## src/rtl/match_collector_if.sv

```systemverilog
// Signal bundle between the literal-scan collector, its requester, the
// table/comparator path and the hit consumer.
interface match_collector_if #(
    parameter int COLS_PER_ROW = 4,
    parameter int LIT_WIDTH    = 6,
    parameter int NUM_ROWS     = 64
);
    localparam int ROW_W = $clog2(NUM_ROWS);
    localparam int COL_W = (COLS_PER_ROW > 1) ? $clog2(COLS_PER_ROW) : 1;
    localparam int CNT_W = ROW_W + COL_W + 1;

    logic                    start;
    logic [LIT_WIDTH-1:0]    target_in;
    logic [ROW_W:0]          num_rows_in;
    logic                    busy;
    logic                    done;
    logic [ROW_W-1:0]        row_addr;
    logic [LIT_WIDTH-1:0]    target_literal;
    logic [COLS_PER_ROW-1:0] match_mask;
    // Hit stream: a hit transfers on a clock edge where hit_valid && hit_ready;
    // while hit_valid && !hit_ready, hit_row/hit_col hold and valid stays high.
    logic                    hit_valid;
    logic                    hit_ready;
    logic [ROW_W-1:0]        hit_row;
    logic [COL_W-1:0]        hit_col;
    logic [CNT_W-1:0]        hit_count;

    modport master (
        output start, target_in, num_rows_in, match_mask, hit_ready,
        input  busy, done, row_addr, target_literal, hit_valid, hit_row,
               hit_col, hit_count
    );

    modport slave (
        input  start, target_in, num_rows_in, match_mask, hit_ready,
        output busy, done, row_addr, target_literal, hit_valid, hit_row,
               hit_col, hit_count
    );
endinterface

```

## src/rtl/match_collector.sv

```systemverilog
// Scans the clause-literal table row by row for one target literal and
// serializes every matching (row, col) as a hit on a valid/ready stream.
module match_collector #(
    parameter int COLS_PER_ROW = 4,
    parameter int LIT_WIDTH    = 6,
    parameter int NUM_ROWS     = 64
) (
    input  logic                 clk,
    input  logic                 rst_n,
    match_collector_if.slave     bus_io,
    output logic [2:0]           dbg_state_o
);
    localparam int ROW_W = $clog2(NUM_ROWS);
    localparam int COL_W = (COLS_PER_ROW > 1) ? $clog2(COLS_PER_ROW) : 1;
    localparam int CNT_W = ROW_W + COL_W + 1;
    localparam logic [ROW_W:0] MAX_ROWS = (ROW_W+1)'(NUM_ROWS);

    typedef enum logic [2:0] {
        S_IDLE  = 3'd0,
        S_FETCH = 3'd1,
        S_EVAL  = 3'd2,
        S_EMIT  = 3'd3,
        S_DONE  = 3'd4
    } state_e;

    state_e                  state_q, state_d;
    logic [LIT_WIDTH-1:0]    target_q, target_d;
    logic [ROW_W:0]          rows_q, rows_d;
    logic [ROW_W-1:0]        row_q, row_d;
    logic [COLS_PER_ROW-1:0] pend_q, pend_d;
    logic [CNT_W-1:0]        count_q, count_d;

    logic                    last_row;
    logic [COLS_PER_ROW-1:0] low_bit;
    logic [COL_W-1:0]        low_col;

    always_ff @(posedge clk or negedge rst_n) begin
        if (!rst_n) begin
            state_q  <= S_IDLE;
            target_q <= '0;
            rows_q   <= '0;
            row_q    <= '0;
            pend_q   <= '0;
            count_q  <= '0;
        end else begin
            state_q  <= state_d;
            target_q <= target_d;
            rows_q   <= rows_d;
            row_q    <= row_d;
            pend_q   <= pend_d;
            count_q  <= count_d;
        end
    end

    assign last_row = ({1'b0, row_q} == (rows_q - (ROW_W+1)'(1)));
    // Two's-complement trick isolates the lowest pending match.
    assign low_bit  = pend_q & (~pend_q + COLS_PER_ROW'(1));

    always_comb begin
        low_col = '0;
        for (int i = COLS_PER_ROW - 1; i >= 0; i--) begin
            if (pend_q[i]) low_col = COL_W'(i);
        end
    end

    always_comb begin
        state_d  = state_q;
        target_d = target_q;
        rows_d   = rows_q;
        row_d    = row_q;
        pend_d   = pend_q;
        count_d  = count_q;
        case (state_q)
            S_IDLE: begin
                if (bus_io.start) begin
                    target_d = bus_io.target_in;
                    rows_d   = (bus_io.num_rows_in > MAX_ROWS) ? MAX_ROWS
                                                               : bus_io.num_rows_in;
                    row_d    = '0;
                    pend_d   = '0;
                    count_d  = '0;
                    state_d  = (rows_d == '0) ? S_DONE : S_FETCH;
                end
            end
            S_FETCH: state_d = S_EVAL;
            S_EVAL: begin
                pend_d = bus_io.match_mask;
                if (bus_io.match_mask != '0) begin
                    state_d = S_EMIT;
                end else if (last_row) begin
                    state_d = S_DONE;
                end else begin
                    row_d   = row_q + ROW_W'(1);
                    state_d = S_FETCH;
                end
            end
            S_EMIT: begin
                if (bus_io.hit_ready) begin
                    pend_d  = pend_q & ~low_bit;
                    count_d = count_q + CNT_W'(1);
                    if (pend_d == '0) begin
                        if (last_row) begin
                            state_d = S_DONE;
                        end else begin
                            row_d   = row_q + ROW_W'(1);
                            state_d = S_FETCH;
                        end
                    end
                end
            end
            S_DONE:  state_d = S_IDLE;
            default: state_d = S_IDLE;
        endcase
    end

    assign bus_io.busy           = (state_q == S_FETCH) || (state_q == S_EVAL) ||
                                   (state_q == S_EMIT);
    assign bus_io.done           = (state_q == S_DONE);
    assign bus_io.row_addr       = row_q;
    assign bus_io.target_literal = target_q;
    assign bus_io.hit_valid      = (state_q == S_EMIT);
    assign bus_io.hit_row        = row_q;
    assign bus_io.hit_col        = low_col;
    assign bus_io.hit_count      = count_q;
    assign dbg_state_o           = state_q;
endmodule

```

## src/flat_wrapper.sv

```systemverilog
// flat-port wrapper written by rule: the top's interface ports become plain ports
module match_collector_flat 
#(
    parameter int COLS_PER_ROW = 4,
    parameter int LIT_WIDTH    = 6,
    parameter int NUM_ROWS     = 64
)
  (clk, rst_n, dbg_state_o, bus_io_start, bus_io_target_in, bus_io_num_rows_in, bus_io_match_mask, bus_io_hit_ready, bus_io_busy, bus_io_done, bus_io_row_addr, bus_io_target_literal, bus_io_hit_valid, bus_io_hit_row, bus_io_hit_col, bus_io_hit_count);
  match_collector_if #(.COLS_PER_ROW(COLS_PER_ROW), .LIT_WIDTH(LIT_WIDTH), .NUM_ROWS(NUM_ROWS)) bus_io_i ();
  input  logic clk;
  input  logic rst_n;
  output logic [2:0] dbg_state_o;
  input wire logic [$bits(bus_io_i.start)-1:0] bus_io_start;
  input wire logic [$bits(bus_io_i.target_in)-1:0] bus_io_target_in;
  input wire logic [$bits(bus_io_i.num_rows_in)-1:0] bus_io_num_rows_in;
  input wire logic [$bits(bus_io_i.match_mask)-1:0] bus_io_match_mask;
  input wire logic [$bits(bus_io_i.hit_ready)-1:0] bus_io_hit_ready;
  output wire logic [$bits(bus_io_i.busy)-1:0] bus_io_busy;
  output wire logic [$bits(bus_io_i.done)-1:0] bus_io_done;
  output wire logic [$bits(bus_io_i.row_addr)-1:0] bus_io_row_addr;
  output wire logic [$bits(bus_io_i.target_literal)-1:0] bus_io_target_literal;
  output wire logic [$bits(bus_io_i.hit_valid)-1:0] bus_io_hit_valid;
  output wire logic [$bits(bus_io_i.hit_row)-1:0] bus_io_hit_row;
  output wire logic [$bits(bus_io_i.hit_col)-1:0] bus_io_hit_col;
  output wire logic [$bits(bus_io_i.hit_count)-1:0] bus_io_hit_count;
  assign bus_io_i.start = bus_io_start;
  assign bus_io_i.target_in = bus_io_target_in;
  assign bus_io_i.num_rows_in = bus_io_num_rows_in;
  assign bus_io_i.match_mask = bus_io_match_mask;
  assign bus_io_i.hit_ready = bus_io_hit_ready;
  assign bus_io_busy = bus_io_i.busy;
  assign bus_io_done = bus_io_i.done;
  assign bus_io_row_addr = bus_io_i.row_addr;
  assign bus_io_target_literal = bus_io_i.target_literal;
  assign bus_io_hit_valid = bus_io_i.hit_valid;
  assign bus_io_hit_row = bus_io_i.hit_row;
  assign bus_io_hit_col = bus_io_i.hit_col;
  assign bus_io_hit_count = bus_io_i.hit_count;
  match_collector #(.COLS_PER_ROW(COLS_PER_ROW), .LIT_WIDTH(LIT_WIDTH), .NUM_ROWS(NUM_ROWS)) u_core (.clk(clk), .rst_n(rst_n), .bus_io(bus_io_i), .dbg_state_o(dbg_state_o));
endmodule
```

## config.mk

```make
export PLATFORM = sky130hd
export DESIGN_NAME = match_collector_flat
export DESIGN_NICKNAME = d
export VERILOG_FILES = /design/src/rtl/match_collector_if.sv /design/src/rtl/match_collector.sv /design/src/flat_wrapper.sv
export SDC_FILE = /design/constraint.sdc
export NUM_CORES = 1
export LEC_CHECK = 0
export CORE_MARGIN = 10
export CORE_UTILIZATION = 44
export CTS_BUF_LIST = sky130_fd_sc_hd__clkbuf_8
export DETAILED_ROUTE_END_ITERATION = 16
export PLACE_DENSITY = 0.82
export SLEW_MARGIN = 20
export SYNTH_ARGS = -nofsm -noshare
export SYNTH_HDL_FRONTEND = slang
export SYNTH_SLANG_ARGS = --single-unit
```

## constraint.sdc

```tcl
create_clock -name clk -period 2.2 [get_ports clk]
set_clock_uncertainty 0.15 [all_clocks]
set_input_delay 0.33 -clock clk [delete_from_list [all_inputs] [get_ports clk]]
set_output_delay 0.33 -clock clk [all_outputs]
set_load 0.02 [all_outputs]
```

==> results of run 1 <==
metrics by stage:
step                      util (%)  total power [mW]  setup TNS (ns)
after global routing          66.3              4.47          -0.249
after CTS                     65.0              4.10         -0.0247
after floorplan                  -              2.48               0
after detailed placement      61.9              3.43          -0.971
after global placement        61.9              3.36          -0.600
final                         66.3              4.17               0
worst max-delay path: stages (launching register included):
cell and delay [ns]:
sky130_fd_sc_hd__dfrtp_1 0.38, sky130_fd_sc_hd__or3_4 0.40, sky130_fd_sc_hd__or3_4 0.35, sky130_fd_sc_hd__nand4_4 0.11, sky130_fd_sc_hd__o31ai_4 0.09, sky130_fd_sc_hd__or4_4 0.53, sky130_fd_sc_hd__a21oi_2 0.13
Yosys cell counts, types with 3 or more instances:
master	n
sky130_fd_sc_hd__and2_1	4
sky130_fd_sc_hd__o21ai_0	12
sky130_fd_sc_hd__inv_1	8
sky130_fd_sc_hd__buf_4	6
sky130_fd_sc_hd__a21oi_1	8
sky130_fd_sc_hd__nor2_1	13
sky130_fd_sc_hd__nand3b_1	9
sky130_fd_sc_hd__nand3_1	9
sky130_fd_sc_hd__or4_1	3
sky130_fd_sc_hd__clkbuf_1	7
sky130_fd_sc_hd__dfrtp_1	35
sky130_fd_sc_hd__o31ai_1	3
sky130_fd_sc_hd__nor3_1	4
sky130_fd_sc_hd__or3_1	5
sky130_fd_sc_hd__nand2_1	42
sky130_fd_sc_hd__xor2_1	9
sky130_fd_sc_hd__ha_1	3
worst paths after layout:
| kind | endpoint | startpoint | slack, ns |
|---|---|---|---|
| min in group clk | u_core.bus_io.target_literal[0] | u_core.bus_io.target_literal[0] | 0.33 |
| worst max-delay path | u_core.bus_io.hit_row[3] | u_core.rows_q[4] | 0.005 |
| worst min-delay path | u_core.bus_io.hit_row[0] | rst_n | 0.29 |
| worst max register to register | u_core.bus_io.hit_row[3] | u_core.rows_q[4] | 0.005 |
| worst min register to register | u_core.bus_io.target_literal[0] | u_core.bus_io.target_literal[0] | 0.33 |
| max in group asynchronous | u_core.dbg_state_o[1] | rst_n | 1.26 |
sequential cells by signal, summed over array words and instances, names as in the netlist:
| signal | flops |
|---|---|
| u_core.dbg_state_o | 3 |
| u_core.pend_q | 4 |
| u_core.bus_io.hit_row | 6 |
| u_core.bus_io.target_literal | 6 |
| u_core.bus_io.hit_count | 9 |
| u_core.rows_q | 7 |
cells by family (layout without fill, tap and decap cells):
kind of cell,count (synthesis),after routing,share of synthesized area [%]
multiplexers,2,2,1.03
AO/OA/AOI/OAI,41,41,14.1
AND/OR/NAND/NOR,104,104,27.2
adder cells (fa/ha/maj),4,4,2.44
buffers and inverters,21,93,5.21
XOR/XNOR,11,11,4.95
flip-flops,35,35,45.0
cell usage in the layout (no fill, tap or decap), drive strengths merged, types with 2 or more instances in the layout:
master	netlist	layout
clkdlybuf4s50	0	52
nand2	42	42
dfrtp	35	35
buf	6	22
nor2	13	13
o21ai	12	12
nand3b	9	9
xor2	9	9
nand3	9	9
inv	8	8
a21oi	8	8
clkbuf	7	6
or3	6	6
o31ai	5	5
and2	4	4
nor3	4	4
dlymetal6s2s	0	3
a21boi	3	3
or4	3	3
nand4	3	3
ha	3	3
nand2b	2	2
xnor2	2	2
nor4b	2	2
o41ai	2	2
mux2i	2	2
and3	2	2
nor4	2	2
o21bai	2	2
a21o	2	2
a22o	2	2
power by group through the flow:
| stage | sequential [mW] | combinational [mW] | clock [mW] |
|---|---|---|---|
| 3_5_place_dp | 1.15 | 2.28 | 0 |
| 3_3_place_gp | 1.13 | 2.22 | 0 |
| 2_1_floorplan | 1.29 | 1.18 | 0 |
| 4_1_cts | 1.14 | 2.34 | 0.619 |
| 5_1_grt | 1.20 | 2.63 | 0.643 |
| 6_report | 1.15 | 2.42 | 0.599 |
layout make-up:
| type | count | area (sq um) |
|---|---|---|
| repair buffers | 77 | 723 |
| fillers | 370 | 1460 |
| clock buffers | 6 | 82.6 |
| multi-input cells | 162 | 1050 |
| inverters | 8 | 30.0 |
| flip-flops and latches | 35 | 877 |
| clock inverters | 2 | 35.0 |
| well taps | 52 | 65.1 |
metal layers:
layer,wire length [microns],vias to the layer above,share of wire (%)
met3,505,6,9.8
met1,2150,855,42
met4,53,0,1.0
met2,2440,74,47
met5,0,-,0
li1,-,897,-
repair_timing:
action                     CTS  global route
resized for setup            5            17
setup endpoints to repair    8            11
setup buffers                1             0
pin swaps                    2             4
==> flow_results.org, run 1 <==
** Pwr
- Share of total power in the clock network :: 14.4%
- Design internal power :: 2.42 mW
- Leakage Power :: 1.30 nW
- Combinational logic burns between 50% and 60% of the power.
- Switching part of the total power :: 41.9%
- Summed over all nets, the switching power comes to 1.75 mW.
- VDD IR max :: 559 uV
- PD cells :: 1460 nW/um^2
- Of the total power, registers draw 27.6%.

** Global route
- Global routing consumed, on the met3 layer, 6.85% of the routing resources.
- Antenna violations before repair :: 0
- The layer flagged by global routing as most heavily used is met2.
- The first global-routing pass estimated 8360 microns of wire.
- Overall routing resource usage :: 13.6%
- Largest net degree at the start of global routing :: 36
- Met1 routing resource usage after global routing :: roughly 15%
- Overall overflow remaining after global route :: 0
- Number of global-route vias before repair :: 1859
- For this run, global-route usage on met2 was measured as 22.5%.

** Drt
- Wires add up to 5140 microns.
- Wirelength per Cell :: 15.0 microns
- Using the TritonRoute via totals, the vias-per-cell ratio works out to 5.36.
- The routed layout has around 1800 vias.
- First-iteration detailed-routing DRC count :: between 100 and 150
- The first detailed-routing pass ran for 4 iterations.
- Routed Antenna Nets :: 0
- For this run, design rule violations remaining after detail routing come to 0.

** Synthesis
- Leading post-synthesis cells by cell area :: sky130_fd_sc_hd__dfrtp_1, sky130_fd_sc_hd__nand2_1, sky130_fd_sc_hd__xor2_1
- Proportion of synthesized flip-flops having asynchronous set or reset :: between 90% and 100%
- Counting flops and latches in the post-synthesis netlist gives 35.
- Number of nets in the synthesized netlist :: approximately 240
- After synthesis, the largest area contributor takes up 45.0% of total cell area.
- Count of cell types in the netlist :: 42
- Summing the sequential cell areas from Yosys gives 45.0% of the chip area.
- The synthesized design contains 0 enable-type register cells.
- Synthesis handed over a netlist of 218 instances.
- Averaged over all synthesized cells, the footprint is 8.93 sq um.
- Leading area contributor after synthesis :: sky130_fd_sc_hd__dfrtp_1
- During synthesis, Yosys emitted a total of 0 warnings.
- Main flop type after synthesis :: sky130_fd_sc_hd__dfrtp_1
- Netlist area before placement :: 1950 sq um

** Floorplanning
- Effective utilization at floorplan :: 45.0%
- 56 I/O pins were placed.
- Die area :: 7490 sq um
- In this run the core area contains 24 standard-cell rows.
- Height of the die :: 86.5 microns
- Width of the chip :: 86.5 microns
- Core area :: 4320 sq um

** CTS
- The longest clock path from root to sink contains 2 buffers.
- Number of buffers added by the clock tree synthesis step :: 5
- Hold_buf cts :: 0
- CTS tree :: yes
- In this run the number of H-tree levels came out at 2.
- CTS clk-pin slew, worst paths :: 0.07 ns
- CTS sink count :: 35
- Later-pin clock latency in the skew report :: slightly below 0.3 ns
- Root cell of the clock tree :: sky130_fd_sc_hd__clkbuf_8

** Timing
- Timing would allow up to between 0.4 and 0.5 GHz.
- Setup violations remaining at the end of the flow were counted as 0.
- The worst pin sits at a relative slew slack of 62.9%.
- Setup slack closes at 0.00527 ns.
- Dividing the final minimum period by the clock period gives 99.8%.
- Crit path time final :: 2.19 ns
- The final count of pins violating max slew came to 0.
- Setup repair after global routing could not meet its margin everywhere.
- Final worst hold slack :: 0.293 ns
- Final Hold Vio Count :: 0
- For the pin with the worst max-slew slack, the measured transition is about 0.56 ns.

** Final layout
- Net total in the final layout :: between 300 and 400
- Cells with a size suffix above 1 make up 17.2% of the layout.
- The area growth from synthesis to layout is 47.2%.
- The number of antenna diodes in the final layout is 0.
- Total non-filler cell area in the finished layout :: 2870 sq um
- Excluding fillers, the count of instances in the completed layout stands at 342.

** Worst setup path
- Worst Path Required :: about 2.3 ns
- For the worst flop-to-flop path, the logic depth is 6.
- Crit start category :: register
- CP Class :: register to register
- In this run the worst path has a maximum fanout of 3.
- Category of the worst setup path capture point :: register
- Arrival time worst endpoint :: ~2.3 ns

** Run status
- The flow ran to the end, and the final reports show no timing, DRC or antenna violations.

** Min path
- The tightest min-delay check is of the input pin to asynchronous set/reset pin type.

** Place
- Buffers placed on the I/O ports in this run total 55.
- Area after DPL :: 2680 sq um
- The congestion estimate from routability-driven global placement came to 0.862.
- Once placement completed, the tool counted placed cells totaling approximately 330.
- Summed over all nets, the half-perimeter wirelength after detailed placement is 3810 microns.
- Timing analysis after detailed placement gives a worst setup slack of -0.222 ns.

** Run
- The tool flagged a number of max-cap violations equal to 0.
(Power assumes the default switching activity.)
==> run 2, diff against run 1 <==
SLEW_MARGIN = 15   (was 20)
==> results of run 2 <==
The final DEF is identical to that of run 1; final timing and power are the same.
